[src/rtl/satatx_arbiter.sv]
// satatx_arbiter: frame-granular 2:1 AXI-stream arbiter in front of the TX CRC
// stage. S0 carries command/register FIS traffic, S1 carries data FIS traffic.
// The grant is held from a frame's first beat through its TLAST. An optional
// inter-frame gap leaves room for the link layer to insert CRC/EOF primitives.
//
// Build option: define SATA_ARB_LENCHK_EN to enable the frame length check.
// With it, a frame that reaches MAX_WORDS beats without TLAST is cut short:
// its MAX_WORDS-th beat leaves with TLAST forced, o_err_len pulses, and the
// rest of the source frame is swallowed. Without it, frames of any length
// pass through unmodified and o_err_len stays low.

module satatx_arbiter #(
  parameter bit OPT_FIXED_PRI = 1'b0,
  parameter int GAP_CYCLES    = 4,
  parameter int MAX_WORDS     = 2049,
  parameter bit OPT_LOWPOWER  = 1'b1
) (
  input  logic        S_AXI_ACLK,
  input  logic        S_AXI_ARESET,

  input  logic        S0_AXIS_TVALID,
  output logic        S0_AXIS_TREADY,
  input  logic [31:0] S0_AXIS_TDATA,
  input  logic        S0_AXIS_TLAST,

  input  logic        S1_AXIS_TVALID,
  output logic        S1_AXIS_TREADY,
  input  logic [31:0] S1_AXIS_TDATA,
  input  logic        S1_AXIS_TLAST,

  output logic        M_AXIS_TVALID,
  input  logic        M_AXIS_TREADY,
  output logic [31:0] M_AXIS_TDATA,
  output logic        M_AXIS_TLAST,

  output logic [1:0]  o_grant,
  output logic        o_busy,
  output logic        o_err_len
);

  typedef enum logic [1:0] {
    S_IDLE  = 2'd0,
    S_GRANT = 2'd1,
    S_GAP   = 2'd2,
    S_DRAIN = 2'd3
  } state_t;

  // Value of the gap counter on the last idle cycle of the inter-frame gap.
  localparam logic [3:0] GAP_LAST = 4'((GAP_CYCLES == 0) ? 0 : GAP_CYCLES - 1);

  state_t      state_q, state_d;
  logic [1:0]  grant_q, grant_d;
  logic        last_srv_q, last_srv_d;   // 1: S1 was served last, 0: S0
  logic [3:0]  gap_cnt_q, gap_cnt_d;
  logic        m_valid_q, m_valid_d;
  logic [31:0] m_data_q, m_data_d;
  logic        m_last_q, m_last_d;
  logic        err_len_q, err_len_d;

`ifdef SATA_ARB_LENCHK_EN
  // Beat index at which an unterminated frame gets cut.
  localparam logic [11:0] LEN_LAST = 12'(MAX_WORDS - 1);

  logic [11:0] beat_cnt_q, beat_cnt_d;
`else
  // MAX_WORDS only matters when length checking is built in.
  logic [11:0] unused_max_words;
  assign unused_max_words = 12'(MAX_WORDS);
`endif

  logic        own_valid;
  logic        own_last;
  logic [31:0] own_data;
  logic        own_ready;
  logic        accept;
  logic        pick_s1;

  // Route the current owner's stream onto a common set of signals.
  always_comb begin
    own_valid = 1'b0;
    own_last  = 1'b0;
    own_data  = '0;
    if (grant_q[0]) begin
      own_valid = S0_AXIS_TVALID;
      own_last  = S0_AXIS_TLAST;
      own_data  = S0_AXIS_TDATA;
    end else if (grant_q[1]) begin
      own_valid = S1_AXIS_TVALID;
      own_last  = S1_AXIS_TLAST;
      own_data  = S1_AXIS_TDATA;
    end
  end

  // Owner may push a beat when the output register is empty or draining;
  // while discarding an overlong frame it is always ready.
  always_comb begin
    own_ready = 1'b0;
    case (state_q)
      S_GRANT: own_ready = !m_valid_q || M_AXIS_TREADY;
`ifdef SATA_ARB_LENCHK_EN
      S_DRAIN: own_ready = 1'b1;
`endif
      default: own_ready = 1'b0;
    endcase
  end

  assign S0_AXIS_TREADY = grant_q[0] & own_ready;
  assign S1_AXIS_TREADY = grant_q[1] & own_ready;
  assign accept         = own_valid & own_ready;

  // Choose the next owner: a lone requester wins, ties go to S0 under fixed
  // priority, otherwise to whichever source was not served last.
  always_comb begin
    pick_s1 = 1'b0;
    if (S0_AXIS_TVALID && S1_AXIS_TVALID) begin
      pick_s1 = OPT_FIXED_PRI ? 1'b0 : !last_srv_q;
    end else begin
      pick_s1 = S1_AXIS_TVALID;
    end
  end

  // Next-state, grant, gap counter and output register update.
  always_comb begin
    state_d    = state_q;
    grant_d    = grant_q;
    last_srv_d = last_srv_q;
    gap_cnt_d  = gap_cnt_q;
    m_valid_d  = m_valid_q;
    m_data_d   = m_data_q;
    m_last_d   = m_last_q;
    err_len_d  = 1'b0;
`ifdef SATA_ARB_LENCHK_EN
    beat_cnt_d = beat_cnt_q;
`endif

    if (m_valid_q && M_AXIS_TREADY) begin
      m_valid_d = 1'b0;
      if (OPT_LOWPOWER) begin
        m_data_d = '0;
        m_last_d = 1'b0;
      end
    end

    case (state_q)
      S_IDLE: begin
        gap_cnt_d = '0;
        if (S0_AXIS_TVALID || S1_AXIS_TVALID) begin
          grant_d    = pick_s1 ? 2'b10 : 2'b01;
          last_srv_d = pick_s1;
          state_d    = S_GRANT;
`ifdef SATA_ARB_LENCHK_EN
          beat_cnt_d = '0;
`endif
        end
      end

      S_GRANT: begin
        if (accept) begin
          m_valid_d = 1'b1;
          m_data_d  = own_data;
          m_last_d  = own_last;
`ifdef SATA_ARB_LENCHK_EN
          beat_cnt_d = beat_cnt_q + 12'd1;
          if (own_last) begin
            state_d = S_GAP;
          end else if (beat_cnt_q == LEN_LAST) begin
            m_last_d  = 1'b1;
            err_len_d = 1'b1;
            state_d   = S_DRAIN;
          end
`else
          if (own_last) begin
            state_d = S_GAP;
          end
`endif
        end
      end

`ifdef SATA_ARB_LENCHK_EN
      S_DRAIN: begin
        if (own_valid && own_last) begin
          state_d = S_GAP;
        end
      end
`endif

      S_GAP: begin
        if (m_valid_q) begin
          if (M_AXIS_TREADY && (GAP_CYCLES == 0)) begin
            state_d = S_IDLE;
            grant_d = 2'b00;
          end
        end else if (gap_cnt_q == GAP_LAST) begin
          state_d   = S_IDLE;
          grant_d   = 2'b00;
          gap_cnt_d = '0;
        end else begin
          gap_cnt_d = gap_cnt_q + 4'd1;
        end
      end

      default: begin
        state_d = S_IDLE;
        grant_d = 2'b00;
      end
    endcase
  end

  // State and datapath registers with synchronous reset.
  always_ff @(posedge S_AXI_ACLK) begin
    if (S_AXI_ARESET) begin
      state_q    <= S_IDLE;
      grant_q    <= 2'b00;
      last_srv_q <= 1'b1;
      gap_cnt_q  <= '0;
      m_valid_q  <= 1'b0;
      m_data_q   <= '0;
      m_last_q   <= 1'b0;
      err_len_q  <= 1'b0;
    end else begin
      state_q    <= state_d;
      grant_q    <= grant_d;
      last_srv_q <= last_srv_d;
      gap_cnt_q  <= gap_cnt_d;
      m_valid_q  <= m_valid_d;
      m_data_q   <= m_data_d;
      m_last_q   <= m_last_d;
      err_len_q  <= err_len_d;
    end
  end

`ifdef SATA_ARB_LENCHK_EN
  // Beat counter for the frame currently owning the output.
  always_ff @(posedge S_AXI_ACLK) begin
    if (S_AXI_ARESET) begin
      beat_cnt_q <= '0;
    end else begin
      beat_cnt_q <= beat_cnt_d;
    end
  end
`endif

  assign M_AXIS_TVALID = m_valid_q;
  assign M_AXIS_TDATA  = m_data_q;
  assign M_AXIS_TLAST  = m_last_q;
  assign o_grant       = grant_q;
  assign o_busy        = (state_q != S_IDLE);
  assign o_err_len     = err_len_q;

endmodule

[config.mk]
export PLATFORM = sky130hd
export DESIGN_NAME = satatx_arbiter
export DESIGN_NICKNAME = d
export VERILOG_FILES = /design/src/rtl/satatx_arbiter.sv
export SDC_FILE = /design/constraint.sdc
export NUM_CORES = 1
export LEC_CHECK = 0
export CAP_MARGIN = 15
export CORE_MARGIN = 1
export CORE_UTILIZATION = 30
export CTS_CLUSTER_SIZE = 20
export DETAILED_ROUTE_END_ITERATION = 7
export SLEW_MARGIN = 20
export SYNTH_ARGS = -nofsm -noshare
export SYNTH_HDL_FRONTEND = slang
export SYNTH_SLANG_ARGS = --single-unit
[constraint.sdc]
create_clock -name S_AXI_ACLK -period 2.6 [get_ports S_AXI_ACLK]
set_input_delay 0.52 -clock S_AXI_ACLK [delete_from_list [all_inputs] [get_ports S_AXI_ACLK]]
set_output_delay 0.52 -clock S_AXI_ACLK [all_outputs]
set_load 0.05 [all_outputs]
==> flow_metrics.py, run 1 <==
metrics = {
    "power": {
        "ir_drop_mv": 0.192,
        "p_leak_nw": 1.47,
        "p_per_area_nw_per_um2": 396,
    },
    "global_route": {
        "track_usage": 0.157,
        "antenna_found_initial": 0,
        "grt_pass1_vias": 2317,
        "grt_pass1_wl_mm": 10.8,
        "grt_max_degree": 34,
        "grt.overflow.total": 0,
    },
    "final_layout": {
        "fin_nets": 462,
        "antenna_cells": 0,
        "syn2layout_area_growth_pct": 50.0,
        "drive_above_1_share": 0.0641,
    },
    "route": {
        "dr.pass1.iters": 4,
        "drt-total-wl_mm": 6.54,
        "drtIter0Drc": 87,
        "num_vias": 2369,
        "drc_errors": 0,
        "viasPerCell": 4.82,
        "drt.antenna.violating_nets": 0,
        "wl_per_cell_um": 13.3,
    },
    "logic_synthesis": {
        "ys_warn_count": 0,
        "synth_compound_area_frac": 0.168,
        "synth_ff_type": "dfxtp_1",
        "ys_ff_latch": 43,
        "synthArstFlopShare": 0,
        "netlist_area_um2": 2480,
        "yosys-top-cells-area": "dfxtp_1 35%, mux2i_1 13%, nand2_1 11%",
        "synth_fa_ha_area_frac": 0.00505,
        "synthCells": 294,
        "synthMuxAreaShare": 0.133,
        "synth_top_area_frac": 0.348,
        "ys_types": 40,
        "synth_edf_count": 0,
        "synth_top_family_by_area": "simple AND/OR/NAND/NOR gates",
        "synth_seq_area_share": 0.348,
        "synth_area_leader_cell": "dfxtp_1",
        "syn_nets": 366,
        "synthXorXnorAreaFrac": 0,
        "yosys.area_share.simple": 0.267,
        "avgSynthCellArea_um2": 8.42,
    },
    "sta": {
        "period_needed_ns": 2.34,
        "setup_violations": 0,
        "worst_slew_pin_slew_ns": 0.577,
        "fin_tns_setup_ns": 0,
        "setup_ws_ns": 0.263,
        "skew_ns": 0.00847,
        "slew_headroom": 0.615,
        "min_period_over_period": 0.899,
        "max_freq_mhz": 428,
        "report.final.slew_viol_count": 0,
        "rsz0062_at_grt": "no",
        "hold_viol": 0,
    },
    "place": {
        "io_buffers": 109,
        "dp_slack_ns": 0.423,
        "gp_congestion": 0.694,
        "dpl.hpwl_mm": 4.69,
    },
    "floorplan": {
        "rows": 32,
        "dieArea_um2": 8620,
        "core_um2": 7850,
        "die_h_um": 92.9,
        "die_x_um": 92.9,
        "start_util": 0.316,
        "ios": 111,
    },
    "critical_path": {
        "r2r_start": "o_grant[1]$_SDFFE_PP0P_",
        "crit_start": "state_q[0]$_SDFFE_PP0P_",
        "cpPeakStageDelay_ns": 0.79,
        "path_cells": "nor2_1 > inv_1 > clkdlybuf4s50_1",
        "cp_data_required_time_ns": 2.08,
        "crit_path_max_fanout": 12,
        "path_buf_inv": 2,
        "worstSetupPathType": "reg -> out",
        "worst_ep_arrival_time_ns": 1.82,
        "cp-end-kind": "output pin",
        "cp_slowest_cell": "clkdlybuf4s50_1",
        "crit_family": "buffers and inverters",
        "start_kind": "flip-flop",
    },
    "clock_tree": {
        "h-tree-depth": 2,
        "clockBufferDepth": 2,
        "cts_root_buf": "clkbuf_8",
        "postCtsSetupBuffers": 0,
        "cts.sinks": 43,
        "clkTransAtPathRegs_ns": 0.08,
        "cts_hold_buf": 0,
        "cts_tree": "done",
        "cts_made_buffers": 5,
        "insertion_delay_ns": 0.29,
        "cts.repair.resized": 0,
    },
    "min_path": {
        "min_path_type": "reg -> reg",
        "min_from": "M_AXIS_TDATA[15]$_SDFF_PP0_",
    },
    "outcome": {
        "status": "complete, no violations",
    },
    "job": {
        "max-cap-violations": 0,
    },
}
cell usage after synthesis (2+ instances only):
master,n
a21o_1,33
a21oi_1,4
and2_1,2
and3_1,2
buf_2,5
buf_4,2
buf_6,2
buf_8,3
clkbuf_1,16
dfxtp_1,43
inv_1,6
mux2i_1,33
nand2_1,73
nand2b_1,3
nand3_1,4
nand3b_1,33
nand4_1,2
nor3b_1,3
o21ai_0,2
o32ai_1,3
tightest hold or removal path: stages, from the launching register on:
cell	delay [ns]
dfxtp_1	0.31
nand2_1	0.05
mux2i_1	0.05
state kept, by name (all words and copies together) (netlist names):
name / count
o_grant: 2
M_AXIS_TVALID: 1
M_AXIS_TLAST: 1
gap_cnt_q: 4
M_AXIS_TDATA: 32
state_q: 2
last_srv_q: 1
per-stage QoR:
step                      hold slack, ns  std cells   util  total power, mW  area [µm²]
after global placement             0.443        485  0.462             1.06        3630
final                              0.458        492  0.473             1.47        3710
after global routing               0.480        492  0.473             1.54        3710
after CTS                          0.462        492  0.473             1.50        3710
after detailed placement           0.452        485  0.462             1.06        3630
after floorplan                    0.456        294      -            0.902        2480
final timing paths:
check	endpoint	cells after the start	slack [ns]
hold / removal	M_AXIS_TDATA[15]$_SDFF_PP0_	2	0.46
setup / recovery	o_busy	3	0.26
hold reg to reg	M_AXIS_TDATA[15]$_SDFF_PP0_	2	0.46
setup reg to reg	M_AXIS_TDATA[28]$_SDFF_PP0_	4	0.93
placed cells by master (no fill, tap or decap), drive strengths merged, types with 2 or more instances in the layout:
cell,n
nand2,73
nor3b,3
inv,6
clkdlybuf4s50,104
mux2i,33
nand3b,33
o211ai,2
nand3,4
nand4,2
o32ai,3
o21ai,2
and2,3
dfxtp,43
clkbuf,6
and3,2
nand2b,4
buf,13
a21o,33
o311ai,2
a21oi,5
layer usage:
metal | global-route usage | up-vias | part of all wire
li1 | - | 1198 | -
met1 | 0.188 | 1089 | 0.45
met2 | 0.271 | 76 | 0.47
met3 | 0.0460 | 6 | 0.078
met4 | 0.0436 | 0 | 0.0089
met5 | 0 | - | 0
area by class of cell:
| type | instances | area [µm²] |
|---|---|---|
| clock buffers | 6 | 82.6 |
| flip-flops and latches | 43 | 862 |
| fillers | 794 | 4130 |
| repair buffers | 117 | 1170 |
| inverters | 6 | 22.5 |
| well taps | 102 | 128 |
| multi-input cells | 217 | 1440 |
| clock inverters | 1 | 5.00 |
report_power, final:
group,internal (mW),switching [mW]
clock network,0.209,0.219
registers,0.671,0.0214
logic,0.189,0.163
total,1.07,0.404
cell families after synthesis:
| logic type | after synthesis |
|---|---|
| multiplexers | 33 |
| buffers and inverters | 34 |
| flip-flops | 43 |
| AO/OA/AOI/OAI | 54 |
| adder cells (fa/ha/maj) | 1 |
| other | 1 |
| AND/OR/NAND/NOR | 128 |
(Power assumes the default switching activity.)
==> inputs of run 2 (changes only) <==
--- a/config.mk
+++ b/config.mk
@@ -6,5 +6,4 @@
 export NUM_CORES = 1
 export LEC_CHECK = 0
-export CAP_MARGIN = 15
 export CORE_MARGIN = 1
 export CORE_UTILIZATION = 30
==> constraint.sdc (replaced) <==
create_clock -name S_AXI_ACLK -period 2.6 [get_ports S_AXI_ACLK]
set_input_delay 0.65 -clock S_AXI_ACLK [delete_from_list [all_inputs] [get_ports S_AXI_ACLK]]
set_output_delay 0.65 -clock S_AXI_ACLK [all_outputs]
set_load 0.05 [all_outputs]
==> run 2 against run 1 <==
Net effect:
- die area did not move
- sequential power fell by 1%
- via count fell by 0.84%
- cell area rose by 1.8%
- critical path type is now in -> out
- critical endpoint is now S0_AXIS_TREADY
==> flow_metrics.py, run 2 (synthesis results as in run 1) <==
metrics = {
    "outcome": {
        "status": "complete, no violations",
    },
    "sta": {
        "report.final.slew_viol_count": 0,
        "max_freq_mhz": 413,
        "hold_viol": 0,
        "min_period_over_period": 0.931,
        "holdWs_ns": 0.461,
        "skew_ns": 0.00986,
        "worst_slew_pin_slew_ns": 0.611,
        "period_needed_ns": 2.42,
        "fin_tns_setup_ns": 0,
        "slew_headroom": 0.593,
        "setup_violations": 0,
        "rsz0062_at_grt": "no",
    },
    "global_route": {
        "grt_max_degree": 35,
        "met3_usage": 0.0476,
        "grt_pass1_vias": 2278,
        "grtUsageMet2": 0.279,
        "grt_busiest_layer": "met2",
        "antenna_found_initial": 0,
        "gr-usage-met1": 0.184,
        "track_usage": 0.160,
        "grt_pass1_wl_mm": 10.9,
        "grt.overflow.total": 0,
    },
    "floorplan": {
        "dieArea_um2": 8620,
        "core_um2": 7850,
        "rows": 32,
        "die_x_um": 92.9,
        "die_h_um": 92.9,
        "ios": 111,
        "start_util": 0.316,
    },
    "critical_path": {
        "r2r_slack_ns": 0.97,
        "r2r_cells": 4,
        "r2r_start": "o_grant[1]$_SDFFE_PP0P_",
        "crit_path_max_fanout": 5,
        "worstSetupPathType": "in -> out",
        "r2r-end": "M_AXIS_TDATA[6]$_SDFF_PP0_",
        "cp_data_required_time_ns": 1.95,
        "worst_ep_arrival_time_ns": 1.77,
        "start_kind": "primary input",
        "cp-end-kind": "output pin",
        "cpPeakStageDelay_ns": 0.46,
        "path_cells": "clkdlybuf4s50_1 > nand2b_2 > and3_1 > buf_12",
        "cp_slowest_cell": "clkdlybuf4s50_1",
    },
    "route": {
        "dr.pass1.iters": 4,
        "drc_errors": 0,
        "drt.antenna.violating_nets": 0,
        "num_vias": 2349,
        "wl_per_cell_um": 13.5,
        "viasPerCell": 4.76,
        "drt-total-wl_mm": 6.66,
        "drtIter0Drc": 70,
    },
    "min_path": {
        "min_path_type": "reg -> reg",
        "holdPathStages": 2,
        "min_from": "M_AXIS_TDATA[12]$_SDFF_PP0_",
        "holdPathEnd": "M_AXIS_TDATA[12]$_SDFF_PP0_",
    },
    "power": {
        "p_int_mw": 1.25,
        "ir_drop_mv": 0.175,
        "p_per_area_nw_per_um2": 439,
        "p_sw_uw": 415,
        "clkPwrFrac": 0.368,
        "p_leak_nw": 1.50,
        "seqPwrFrac": 0.412,
        "sw_frac_of_total": 0.249,
        "combPwrFrac": 0.220,
    },
    "final_layout": {
        "fin_nets": 463,
        "multi_input_area_um2": 1440,
        "antenna_cells": 0,
        "seqCellArea_um2": 862,
        "drive_above_1_share": 0.0663,
        "final_common_cell": "clkdlybuf4s50_1",
        "final_cell_mix": "103 x clkdlybuf4s50_1, 73 x nand2_1, 42 x dfxtp_1",
        "largest_reg_flops": 32,
        "instances_no_fill": 494,
        "syn2layout_area_growth_pct": 52.8,
        "fill_cells": 787,
    },
    "clock_tree": {
        "cts_made_buffers": 5,
        "insertion_delay_ns": 0.30,
        "clkTransAtPathRegs_ns": 0.08,
        "cts_tree": "done",
        "clockBufferDepth": 2,
        "cts_root_buf": "clkbuf_8",
        "cts.sinks": 43,
        "h-tree-depth": 2,
        "cts_hold_buf": 0,
    },
    "place": {
        "place_inst": 486,
        "dpl.hpwl_mm": 4.69,
        "io_buffers": 109,
        "gp_congestion": 0.752,
    },
    "job": {
        "max-cap-violations": 0,
    },
}
-- run 2: through the flow --
stage          power [mW]  area [µm²]  utilization  setup WS [ns]
6_report             1.66        3780        0.482          0.180
5_1_grt              1.74        3780        0.482          0.144
4_1_cts              1.69        3780        0.482          0.106
3_5_place_dp         1.07        3650        0.465          0.171
3_3_place_gp         1.07        3650        0.465          0.187
2_1_floorplan       0.902        2480            -          0.287
-- run 2: power groups by stage --
stage                     registers [mW]  logic [mW]  clock network (mW)
after floorplan                    0.726       0.176                   0
after global placement             0.701       0.365                   0
after detailed placement           0.701       0.368                   0
after CTS                          0.685       0.369               0.640
after global routing               0.689       0.393               0.661
final                              0.685       0.365               0.612
-- run 2: layer usage --
layer  part of all wire  wire length (µm)  vias to the layer above
li1                   -                 -                     1201
met1               0.44              2950                     1070
met2               0.47              3110                       73
met3              0.076               509                        5
met4              0.013                85                        0
met5                  0                 0                        -
-- run 2: how the worst max path moves through the flow --
stage | startpoint | end | depth (start not counted)
floorplan | o_grant[0]$_SDFFE_PP0P_ | S0_AXIS_TREADY | 4
global placement | M_AXIS_TREADY | S0_AXIS_TREADY | 4
detailed placement | M_AXIS_TREADY | S0_AXIS_TREADY | 4
CTS | state_q[0]$_SDFFE_PP0P_ | o_busy | 3
global route | M_AXIS_TREADY | S0_AXIS_TREADY | 4
finish | M_AXIS_TREADY | S0_AXIS_TREADY | 4
-- run 2: what timing repair did --
| item | CTS | global route |
|---|---|---|
| hold endpoints to repair | 0 | 0 |
| gates resized for setup | 0 | 1 |
| setup endpoints to repair | 0 | 1 |
| buffers inserted | 0 | 0 |
-- run 2: worst max-delay path: cells and delay by family --
kind / cells / cell delay (ns)
buf+inv: 2 / 0.62
simple gates: 2 / 0.50
-- run 2: final cells by class --
type,instances,area share
flip-flops and latches,43,0.228
well taps,102,0.0337
repair buffers,118,0.316
clock buffers,6,0.0192
inverters,6,0.00595
multi-input cells,217,0.381
clock inverters,2,0.0159
